--- src/rtl/riscv_ctrl_pkg.sv ---
// Shared types and encodings for the multi-cycle RISC-V control unit:
// FSM states, opcode classes, ALU op codes and datapath mux selects.
package riscv_ctrl_pkg;

   typedef enum logic [2:0] {
      IDLE, FETCH, DECODE, EXEC, MEM, WB, BRANCH, TRAP
   } state_e;

   typedef enum logic [1:0] {
      CLS_R, CLS_I, CLS_LOAD, CLS_STORE
   } op_class_e;

   localparam logic [6:0] OP_R      = 7'b0110011;
   localparam logic [6:0] OP_I      = 7'b0010011;
   localparam logic [6:0] OP_LOAD   = 7'b0000011;
   localparam logic [6:0] OP_STORE  = 7'b0100011;
   localparam logic [6:0] OP_BRANCH = 7'b1100011;

   localparam logic [3:0] ALU_ADD  = 4'b0000;
   localparam logic [3:0] ALU_SUB  = 4'b0001;
   localparam logic [3:0] ALU_SLL  = 4'b0010;
   localparam logic [3:0] ALU_SRL  = 4'b0011;
   localparam logic [3:0] ALU_SLTU = 4'b0100;

   localparam logic [1:0] SRCB_RS2  = 2'd0;
   localparam logic [1:0] SRCB_IMM  = 2'd1;
   localparam logic [1:0] SRCB_FOUR = 2'd2;

   localparam logic [1:0] IMM_I = 2'd0;
   localparam logic [1:0] IMM_S = 2'd1;
   localparam logic [1:0] IMM_B = 2'd2;

   localparam logic [6:0] F7_BASE = 7'b0000000;
   localparam logic [6:0] F7_ALT  = 7'b0100000;

   // Only meaningful for opcodes DECODE routes to EXEC.
   function automatic op_class_e classify(input logic [6:0] opcode);
      case (opcode)
         OP_I:     return CLS_I;
         OP_LOAD:  return CLS_LOAD;
         OP_STORE: return CLS_STORE;
         default:  return CLS_R;
      endcase
   endfunction

endpackage

--- src/rtl/riscv_mc_control_alu_op_decode.sv ---
// Combinational ALU op decode for the EXEC state: maps instruction class,
// funct3 and funct7 to an ALU op and a legality flag.
module alu_op_decode
   import riscv_ctrl_pkg::*;
(
   input  op_class_e   cls,
   input  logic [2:0]  funct3,
   input  logic [6:0]  funct7,
   output logic [3:0]  alu_op,
   output logic        legal
);

   always_comb begin
      // NOTE: every output gets a default first so no path can infer a latch.
      alu_op = ALU_ADD;
      legal  = 1'b0;
      case (cls)
         CLS_R: begin
            case (funct3)
               3'b000: begin
                  if (funct7 == F7_BASE) begin
                     legal = 1'b1;
                  end else if (funct7 == F7_ALT) begin
                     alu_op = ALU_SUB;
                     legal  = 1'b1;
                  end
               end
               3'b001: begin alu_op = ALU_SLL;  legal = (funct7 == F7_BASE); end
               3'b101: begin alu_op = ALU_SRL;  legal = (funct7 == F7_BASE); end
               3'b011: begin alu_op = ALU_SLTU; legal = (funct7 == F7_BASE); end
               default: ;
            endcase
         end
         CLS_I: begin
            // funct7 is immediate data for addi/sltiu; only shifts constrain it.
            case (funct3)
               3'b000: legal = 1'b1;
               3'b001: begin alu_op = ALU_SLL;  legal = (funct7 == F7_BASE); end
               3'b101: begin alu_op = ALU_SRL;  legal = (funct7 == F7_BASE); end
               3'b011: begin alu_op = ALU_SLTU; legal = 1'b1; end
               default: ;
            endcase
         end
         CLS_LOAD, CLS_STORE: legal = (funct3 == 3'b010);
         default: ;
      endcase
   end

endmodule

--- src/rtl/riscv_mc_control.sv ---
// Multi-cycle main control FSM: sequences fetch/decode/execute/memory/writeback,
// drives ALU op and datapath enables, resolves branches, counts retirements.
module riscv_mc_control
   import riscv_ctrl_pkg::*;
(
   input  logic        clk,
   input  logic        rst_n,
   input  logic [31:0] instr,
   input  logic        zero,
   input  logic        less,
   input  logic        memReady,
   output logic [3:0]  aluOp,
   output logic        aluSrcA,
   output logic [1:0]  aluSrcB,
   output logic [1:0]  immSel,
   output logic        memRead,
   output logic        memWrite,
   output logic        irWrite,
   output logic        pcWrite,
   output logic        pcSrc,
   output logic        regWrite,
   output logic        memToReg,
   output logic        illegal,
   output logic [31:0] instrCount
);

   state_e     state, state_nxt;
   op_class_e  cls;
   logic [6:0] opcode;
   logic [2:0] funct3;
   logic [6:0] funct7;
   logic [3:0] dec_op;
   logic       dec_legal;
   logic       is_load;
   logic       br_legal, br_taken;
   logic       retire;
   logic       unused_fields;

   assign opcode        = instr[6:0];
   assign funct3        = instr[14:12];
   assign funct7        = instr[31:25];
   assign cls           = classify(opcode);
   assign is_load       = (cls == CLS_LOAD);
   assign unused_fields = ^{instr[24:15], instr[11:7]};

   alu_op_decode u_alu_op_decode (
      .cls    (cls),
      .funct3 (funct3),
      .funct7 (funct7),
      .alu_op (dec_op),
      .legal  (dec_legal)
   );

   // NOTE: async reset, and non-blocking assignments for all registered state.
   always_ff @(posedge clk or negedge rst_n) begin
      if (!rst_n) begin
         state      <= IDLE;
         instrCount <= '0;
      end else begin
         state <= state_nxt;
         if (retire) instrCount <= instrCount + 32'd1;
      end
   end

   always_comb begin
      br_legal = 1'b1;
      br_taken = 1'b0;
      case (funct3)
         3'b000:  br_taken = zero;
         3'b001:  br_taken = !zero;
         3'b100:  br_taken = less;
         3'b101:  br_taken = !less;
         default: br_legal = 1'b0;
      endcase
   end

   always_comb begin
      state_nxt = state;
      aluOp     = ALU_ADD;
      aluSrcA   = 1'b0;
      aluSrcB   = SRCB_RS2;
      immSel    = IMM_I;
      memRead   = 1'b0;
      memWrite  = 1'b0;
      irWrite   = 1'b0;
      pcWrite   = 1'b0;
      pcSrc     = 1'b0;
      regWrite  = 1'b0;
      memToReg  = 1'b0;
      illegal   = 1'b0;
      retire    = 1'b0;
      unique case (state)
         IDLE: state_nxt = FETCH;
         FETCH: begin
            memRead = 1'b1;
            aluSrcA = 1'b1;
            aluSrcB = SRCB_FOUR;
            if (memReady) begin
               irWrite   = 1'b1;
               pcWrite   = 1'b1;
               state_nxt = DECODE;
            end
         end
         DECODE: begin
            case (opcode)
               OP_R, OP_I, OP_LOAD, OP_STORE: state_nxt = EXEC;
               OP_BRANCH:                     state_nxt = BRANCH;
               default:                       state_nxt = TRAP;
            endcase
         end
         EXEC: begin
            if (dec_legal) begin
               aluOp     = dec_op;
               aluSrcB   = (cls == CLS_R) ? SRCB_RS2 : SRCB_IMM;
               immSel    = (cls == CLS_STORE) ? IMM_S : IMM_I;
               state_nxt = (is_load || cls == CLS_STORE) ? MEM : WB;
            end else begin
               state_nxt = TRAP;
            end
         end
         MEM: begin
            // Address path stays driven for the whole request.
            aluSrcB  = SRCB_IMM;
            immSel   = is_load ? IMM_I : IMM_S;
            memRead  = is_load;
            memWrite = !is_load;
            if (memReady) begin
               state_nxt = is_load ? WB : FETCH;
               retire    = !is_load;
            end
         end
         WB: begin
            regWrite  = 1'b1;
            memToReg  = is_load;
            state_nxt = FETCH;
            retire    = 1'b1;
         end
         BRANCH: begin
            if (br_legal) begin
               aluOp     = ALU_SUB;
               immSel    = IMM_B;
               pcWrite   = br_taken;
               pcSrc     = br_taken;
               state_nxt = FETCH;
               retire    = 1'b1;
            end else begin
               state_nxt = TRAP;
            end
         end
         TRAP: illegal = 1'b1;
      endcase
   end

endmodule

--- config.mk ---
export PLATFORM = sky130hd
export DESIGN_NAME = riscv_mc_control
export DESIGN_NICKNAME = d
export VERILOG_FILES = /design/src/rtl/riscv_ctrl_pkg.sv /design/src/rtl/riscv_mc_control_alu_op_decode.sv /design/src/rtl/riscv_mc_control.sv
export SDC_FILE = /design/constraint.sdc
export NUM_CORES = 1
export LEC_CHECK = 0
export CAP_MARGIN = 20
export CORE_ASPECT_RATIO = 1.5
export CORE_MARGIN = 4
export CORE_UTILIZATION = 43
export DETAILED_ROUTE_END_ITERATION = 8
export PLACE_DENSITY_LB_ADDON = 0.25
export SLEW_MARGIN = 10
export SYNTH_ARGS = -nofsm -noshare
export SYNTH_HDL_FRONTEND = slang
export SYNTH_SLANG_ARGS = --single-unit
--- constraint.sdc ---
create_clock -name clk -period 3.67 [get_ports clk]
set_clock_uncertainty 0.2 [all_clocks]
set_input_delay 0.734 -clock clk [delete_from_list [all_inputs] [get_ports clk]]
set_output_delay 0.734 -clock clk [all_outputs]
set_load 0.02 [all_outputs]
# Word level (Yosys, flattened, before mapping)
# Cells that the tools add are included.
# word_totals
ff_bits,35
input_bits,37
output_inout_bits,49
elab_cells,89
# op_classes
n_addsub,1
n_eq_ne,23
muxes,46
reduce_logical,17
# ops
operator,count
$add A32 B1 Y32 const B,1
$mux W1,22
$eq A7 B6 Y1 const B,3
$eq A3 B3 Y1 const B,6
$pmux W2 S3,3
$pmux W3 S6,1
$pmux W4 S2,2
$pmux W4 S4,1
$eq A3 B2 Y1 const B,4
$mux W3,4
$pmux W3 S3,1
$mux W4,2
$pmux W1 S2,4
$reduce_or A2 Y1,4
$reduce_or A4 Y1,2
$eq A7 B2 Y1 const B,1
$eq A7 B5 Y1 const B,1
$eq A7 B7 Y1 const B,1
$logic_not A7 Y1,1
$eq A3 B1 Y1 const B,2
$logic_not A3 Y1,2
$pmux W1 S3,2
$pmux W3 S2,1
$reduce_bool A6 Y1,1
other kinds (10),15

# Longest topological paths before layout
# depth
ltp_word,7
ltp_mapped,7
mapped_depth_nobuf,5

# Modules after synthesis
# Synthesis repeated with hierarchy kept, for this count alone.
# unflattened
cells_unflattened,204
hier_area_um2,2045.7
# by_module_without_submodules
mod,n_inst,cells_per_inst,area_per_inst_um2,seq_area_each_um2
riscv_mc_control,1,185,1929.4,875.8
alu_op_decode,1,19,116.4,0.0

# Worst setup path after synthesis
# OpenSTA, ideal clock, no wires.
# synth_path
path_type,input-to-output
start,input instr[26]
end,output aluOp[1]
arrival_time_ns,2.497
required_time_ns,2.736
path_slack_ns,0.239
path_stages,6
path_buffers,1
cell_sequence,or4_4 > o22ai_1 > a31oi_1 > or3_1 > buf_6 > nor3_1
# synth_via
elab_chain_cells,7
elab_cells_between_ends,9
# synth_rtl
item,line_no,rtl
"start, declared",riscv_mc_control.sv:8,"input logic [31:0] instr,"
$eq A7 B6 Y1,riscv_mc_control_alu_op_decode.sv:23,end else if (funct7 == F7_ALT) begin
$mux W1,riscv_mc_control_alu_op_decode.sv:23,
$mux W1,riscv_mc_control_alu_op_decode.sv:21,if (funct7 == F7_BASE) begin
$pmux W1 S2,riscv_mc_control_alu_op_decode.sv:19,case (funct3)
$pmux W1 S3 (*),riscv_mc_control_alu_op_decode.sv:17,case (cls)
$mux W4 (*),riscv_mc_control.sv:112,if (dec_legal) begin
$pmux W4 S2 (*),riscv_mc_control.sv:92,unique case (state)
"end, declared",riscv_mc_control.sv:12,"output logic [3:0] aluOp,"
# Mark *: on every way between the ends. The rest lies on a longest branch, timed or not.

# Worst setup path in the final report
# layout_path
start,input instr[2]
end,output aluOp[1]
# layout_via
elab_chain_cells,7
elab_cells_between_ends,13
# layout_rtl
item,line_no,rtl
"$eq A7 B6 Y1, or another cell as far along",riscv_ctrl_pkg.sv:38,case (opcode)
$pmux W2 S3 (*),riscv_ctrl_pkg.sv:38,
$eq A2 B2 Y1,riscv_mc_control_alu_op_decode.sv:17,
$reduce_or A2 Y1,riscv_mc_control_alu_op_decode.sv:17,
$pmux W1 S3,riscv_mc_control_alu_op_decode.sv:17,
$mux W4 (*),riscv_mc_control.sv:112,
$pmux W4 S2 (*),riscv_mc_control.sv:92,
# Marks and branches as above.

==> impl_results.md <==
- Vias in the first global route: 2003
- Die area: 6033 um^2
- CTS Root Buffer Type: clkbuf_8
- Hold slack: 268.3 ps
- Leading register cell type out of synthesis: dfrtp_1
- Worst Path Max Fanout: 6
- Storage cell area: 875.8 um^2
- Post-Synth Simple-Gate Area: 29.38%
- Crit Path Category: primary input to output port
- Hpwl dp: 4037 um
- Final hold viol count: 0
- Final Wtd Congestion: 0.9273
- Initial Util: 45.01%
- Area Growth Syn to Fin: 48.95%
- Complex-gate fraction of the synthesized area: 8.730%
- Pwr dens: 419.4 nW/um^2
- PortBufs: 69
- Wire per inst: 14.32 um
- Vias: 1956
- Portion of netlist area occupied by mux cells: 1.023%
- Slew margin rel.: 33.27%
- Critical Path Max Stage Delay: 440 ps
- Status: finished, final reports clean
- Type of the worst min-delay path: flip-flop to flip-flop
- Die W: 64.77 um
- XOR/XNOR share of the synthesized area: 13.91%
- Mapped Area: 2078 um^2
- Combinational family with the most area after synthesis: simple AND/OR/NAND/NOR gates
- Crit-path most repeated cell: buf_4
- Floorplan row count: 30
- Global route overflow: 0
- WP data required: 2740 ps
- Max Slew Vio Count: 0
- Core area: 4617 um^2
- Synth Register Bits: 35
- Antenna Cells: 0
- Initial antenna violation count: 0
- Critical Path End Type: output port
- First-pass GRT wire length: 8928 um
- Worst path cell trace: clkdlybuf4s50_1 -> nand4bb_1 -> buf_4 -> nor4b_4 -> a31oi_2 -> or3_4 -> nor3_2 -> buf_4
- Post-Synthesis Cells: 218
- Die extent in y: 93.15 um
- Post-route DRC: 0
- Setup TNS Final: 0 ps
- Max_cap viols: 0
- Detailed Routing Iterations Pass 1: 4
- Seq/Total Area, Yosys: 42.14%
- Yosys Warn Count: 0
- CTS H-tree lvls: 2
- Fraction of registers with async set/reset: 100.0%
- Slowest cell on the critical path: or3_4
- Layout cells sized above 1: 16.78%
- Synthesized area per cell: 9.533 um^2
- Fmax: 0.2768 GHz
- Fill count: 379
- GRT Overall Usage: 18.49%
- IR drop worst, VDD: 0.3329 mV
- Worst-Skew Late Latency: 280 ps
- Net Count, Synth: 256
- DR iter-0 viols: 107
- CTS buffer count: 5
- Cell family with most CP delay: simple AND/OR/NAND/NOR gates
- Area post-placement: 2953 um^2
- Max clock buf depth: 2
- Final Power: 1.298 mW
- Critical path buffers and inverters: 3
- Synth Area in Adders: 0.6020%
- Crit path DAT: 2680 ps
- WL final: 5271 um
- Largest net degree at the start of global routing: 36
- Post-synth EDFFs: 0
- CTS tree: built
- Tcrit/Tclk final: 98.45%
- LEAKAGE: 1.402 nW
- Period minus WS final: 3613 ps
- Final Cell Area: 3095 um^2
- Io pins: 86
- Multi-input logic area: 1179 um^2
- Finished Core Util: 67.05%
- CP Launch Type: primary input
- Worst Max-Slew Pin Slew: 998.9 ps
- Final setup violation count: 0
- Layout Nets: 342
- CTS Sinks: 35
- Vias/cell: 5.315
- Routed Antenna Nets: 0
- Clock transition at the registers of the reported paths: 70 ps
- Synth cell types: 51
cell usage after synthesis, drive strengths merged, types with 2 or more instances:
library cell / instances / area (um^2)
xnor2: 25 / 219.0
nor4: 3 / 48.80
buf: 6 / 38.79
xor2: 8 / 70.07
or3: 7 / 45.05
and4: 3 / 26.28
inv: 6 / 22.52
and3: 10 / 62.56
a211oi: 2 / 15.01
o21a: 2 / 15.01
nand2: 21 / 78.83
dfrtp: 35 / 875.8
clkbuf: 6 / 22.52
o21ai: 6 / 30.03
a21oi: 4 / 23.77
nor3: 8 / 40.04
nand4: 12 / 75.07
nor4b: 2 / 32.53
nor2: 10 / 37.54
nand3: 10 / 50.05
a31oi: 2 / 12.51
and2: 3 / 18.77
nor2b: 2 / 12.51
o32ai: 2 / 17.52
or2: 2 / 12.51
o22ai: 2 / 12.51
nor3b: 2 / 15.01
flip-flops by register name, indices dropped and copies added, names as in the netlist:
name / cells
instrCount: 32
state: 3
stage by stage:
stage | cells | worst slack [ps]
finish | 368 | 56.92
floorplan | 218 | 238.7
global placement | 361 | -591.4
CTS | 368 | -25.54
detailed placement | 361 | -611.4
global route | 368 | -25.61
kinds of logic (layout without fill, tap and decap cells):
family	after synthesis	in the layout
compound gates	27	27
xor+xnor	33	33
fa+ha+maj	1	1
buf+inv	18	104
flops	35	35
mux	2	2
other cells	1	1
simple gates	101	101
cell type report:
cell class                      count  share of cell area, %
Clock buffer                        6                  2.668
Clock inverter                      1                 0.1617
Inverter                            6                 0.7276
Multi-Input combinational cell    165                  38.08
Sequential cell                    35                  28.29
Tap cell                           64                  2.587
Timing Repair Buffer               91                  27.49
placed cells by master (no fill, tap or decap), types with 2 or more instances in the layout:
cell             synthesis  final
nand2_1                 21     20
nand3_1                 10     10
nor3b_1                  2      2
inv_1                    6      6
buf_4                    1     26
nor2b_1                  2      2
and2_1                   2      2
or3_1                    6      5
or3_4                    0      2
a21oi_1                  3      3
clkbuf_8                 0      6
and3_1                  10     10
a211oi_1                 2      2
clkdlybuf4s50_1          0     54
o21a_1                   2      2
xor2_1                   8      8
and4_1                   3      3
nor3_1                   8      7
or2_2                    2      2
nand4_1                 12     12
dfrtp_1                 35     35
nor4_4                   2      2
xnor2_1                 25     25
nor2_1                  10     10
dlymetal6s2s_1           0      6
dlygate4sd2_1            0      4
o21ai_0                  6      5
per-layer routing:
metal,up-vias,part of all wire (%),GRT usage [%]
met4,0,2.6,9.347
li1,943,-,-
met5,-,0,0
met2,73,53,33.82
met3,13,5.2,2.404
met1,927,39,20.43
where the power goes:
part / leakage, nW / internal, mW / total (mW) / switching, mW
registers: 0.458 / 0.431 / 0.494 / 0.0637
logic: 0.897 / 0.245 / 0.527 / 0.281
clock network: 0.0470 / 0.147 / 0.277 / 0.130
total: 1.40 / 0.823 / 1.30 / 0.475
timing repair:
action | in CTS | in global routing
setup buffers | 0 | 0
resized for setup | 34 | 13
pin swaps | 2 | 9
setup endpoints to repair | 8 | 7
hold buffers | 0 | 0
path summary, 6_finish.rpt:
kind | from | to | slack (ps) | cells past startpoint
worst max-delay path | instr[2] | aluOp[1] | 60 | 8
worst min-delay path | instrCount[31]$_DFFE_PN0P_ | instrCount[31]$_DFFE_PN0P_ | 270 | 1
worst max register to register | state[2]$_DFFE_PN0P_ | instrCount[14]$_DFFE_PN0P_ | 1050 | 5
worst min register to register | instrCount[31]$_DFFE_PN0P_ | instrCount[31]$_DFFE_PN0P_ | 270 | 1
max in group asynchronous | rst_n | instrCount[29]$_DFFE_PN0P_ | 2310 | 2
min in group asynchronous | rst_n | instrCount[17]$_DFFE_PN0P_ | 660 | 2
No activity file was read; power rests on OpenSTA's default activity.
==> variant, RTL diff (config.mk and constraints unchanged) <==
Make the reset (`rst_n`) synchronous in one clocked block. Comments in the files are not updated.
--- a/src/rtl/riscv_mc_control.sv
+++ b/src/rtl/riscv_mc_control.sv
@@ -54,3 +54,3 @@
    // NOTE: async reset, and non-blocking assignments for all registered state.
-   always_ff @(posedge clk or negedge rst_n) begin
+   always_ff @(posedge clk) begin
       if (!rst_n) begin
Function: differs if rst_n is asserted again (counterexample within 4 cycles, from zero or initial values and one cycle with rst_n low); with rst_n held inactive, the same outputs for 10 cycles.
==> variant against the unedited design <==
  * Routed wire length increased by 15%
  * Count of clock-buffer cells in the layout unchanged
  * Global-route usage increased by 1.8 points
  * Sequential cell count unchanged
  * Die area increased by 2.6%
  * Design area increased by 1.0%
  * Critical path depth decreased by 2
  * Setup slack improved by 90 ps
  * Synthesized area increased by 2.9%
  * First-iteration DRC count decreased by 4.7%
  * Non-clock buffer count increased by 1
  * Worst hold slack improved by 28 ps
  * Final cell count increased by 15%
  * Highest routed layer unchanged
Power is not compared: it rests on default switching activity, and its combinational part moved more than twofold at a synthesized area within 25%.
==> variant: results (changes against the unedited design) <==
| Stage | Result | Value | vs unedited |
| --- | --- | --- | --- |
| finish | Share of cells above drive strength 1 | 13.20% | was 16.78% |
| placement | DP Cell Count | 415 | was 361 |
| grt | Largest net degree at the start of global routing | 33 | was 36 |
| setup path | Source of the worst register-to-register timing path | state[2] | unchanged |
| hold path | Worst-case hold path end point | instrCount[31] | unchanged |
| outcome | Result of the run | finished clean | unchanged |
| detailed routing | Detailed-routed wire length on met3 | 402 um | was 273 um |
| synthesis | Async set-or-reset flop fraction in the synthesized netlist | 0% | was 100.0% |
| setup path | Crit-path max cell delay | 400 ps | was 440 ps |
| synthesis | Complex-gate fraction of the synthesized area | 23.87% | was 8.730% |
| placement | Placed wire-length estimate after detailed placement | 4474 um | was 4037 um |
| setup path | Crit Reg-Reg Endpoint | instrCount[30] | was instrCount[14] |
| synthesis | Sequential area share after synthesis | 32.77% | was 42.14% |
| synthesis | Dominant synthesized flop cell | dfxtp_1 | was dfrtp_1 |
| timing | Fin Hold WS | 295.8 ps | was 268.3 ps |
| finish | Number of filler cells placed in the layout | 453 | was 379 |
| grt | Number of global-route vias before repair | 2250 | was 2003 |
| detailed routing | Via-per-instance ratio | 5.517 | was 5.315 |
| grt | Met1 Use GR | 21.50% | was 20.43% |
| setup path | R2R Setup Slk | 1080 ps | was 1050 ps |
| grt | Overall fraction of global-route tracks in use | 20.24% | was 18.49% |
| synthesis | Multiplexer area fraction after synthesis | 0.9362% | was 1.023% |
| grt | GR met3 Demand/Resource | 4.881% | was 2.404% |
| setup path | Capturing instance or port of the critical path | memToReg | was aluOp[1] |
| synthesis | Synth cell count leaders | 35 x dfxtp_1, 24 x a21oi_1, 24 x o21ai_0 | was 35 x dfrtp_1, 25 x xnor2_1, 21 x nand2_1 |
| timing | Worst-margin pin slew | 742.3 ps | was 998.9 ps |
==> variant: changes by cell type after synthesis, moves of 10 or more <==
cell       delta
xnor2_1      -21
or3_1        +11
o21ai_0      +18
dfxtp_1      +35
o2111ai_1    +10
a21oi_1      +21
nor2_1       +13
dfrtp_1      -35
==> variant: timing repair <==
| item | CTS | global route |
|---|---|---|
| endpoints found under the setup margin | 7 | 6 |
| resized for setup | 13 | 12 |
| pin swaps | 0 | 0 |
==> variant: stage by stage <==
step,TNS (ps),worst slack [ps]
5_1_grt,0,6.647
3_3_place_gp,-935.5,-225.0
6_report,0,146.6
4_1_cts,0,5.525
2_1_floorplan,0,607.4
3_5_place_dp,-1208,-268.2
==> variant: final cells by class <==
class                           count  area, um2  area share (%)
Timing Repair Buffer               92      849.6           27.17
Clock inverter                      1      30.03          0.9604
Multi-Input combinational cell    214       1361           43.54
Tap cell                           66      82.58           2.641
Clock buffer                        6      72.57           2.321
Inverter                            8      30.03          0.9604
Sequential cell                    35      700.7           22.41
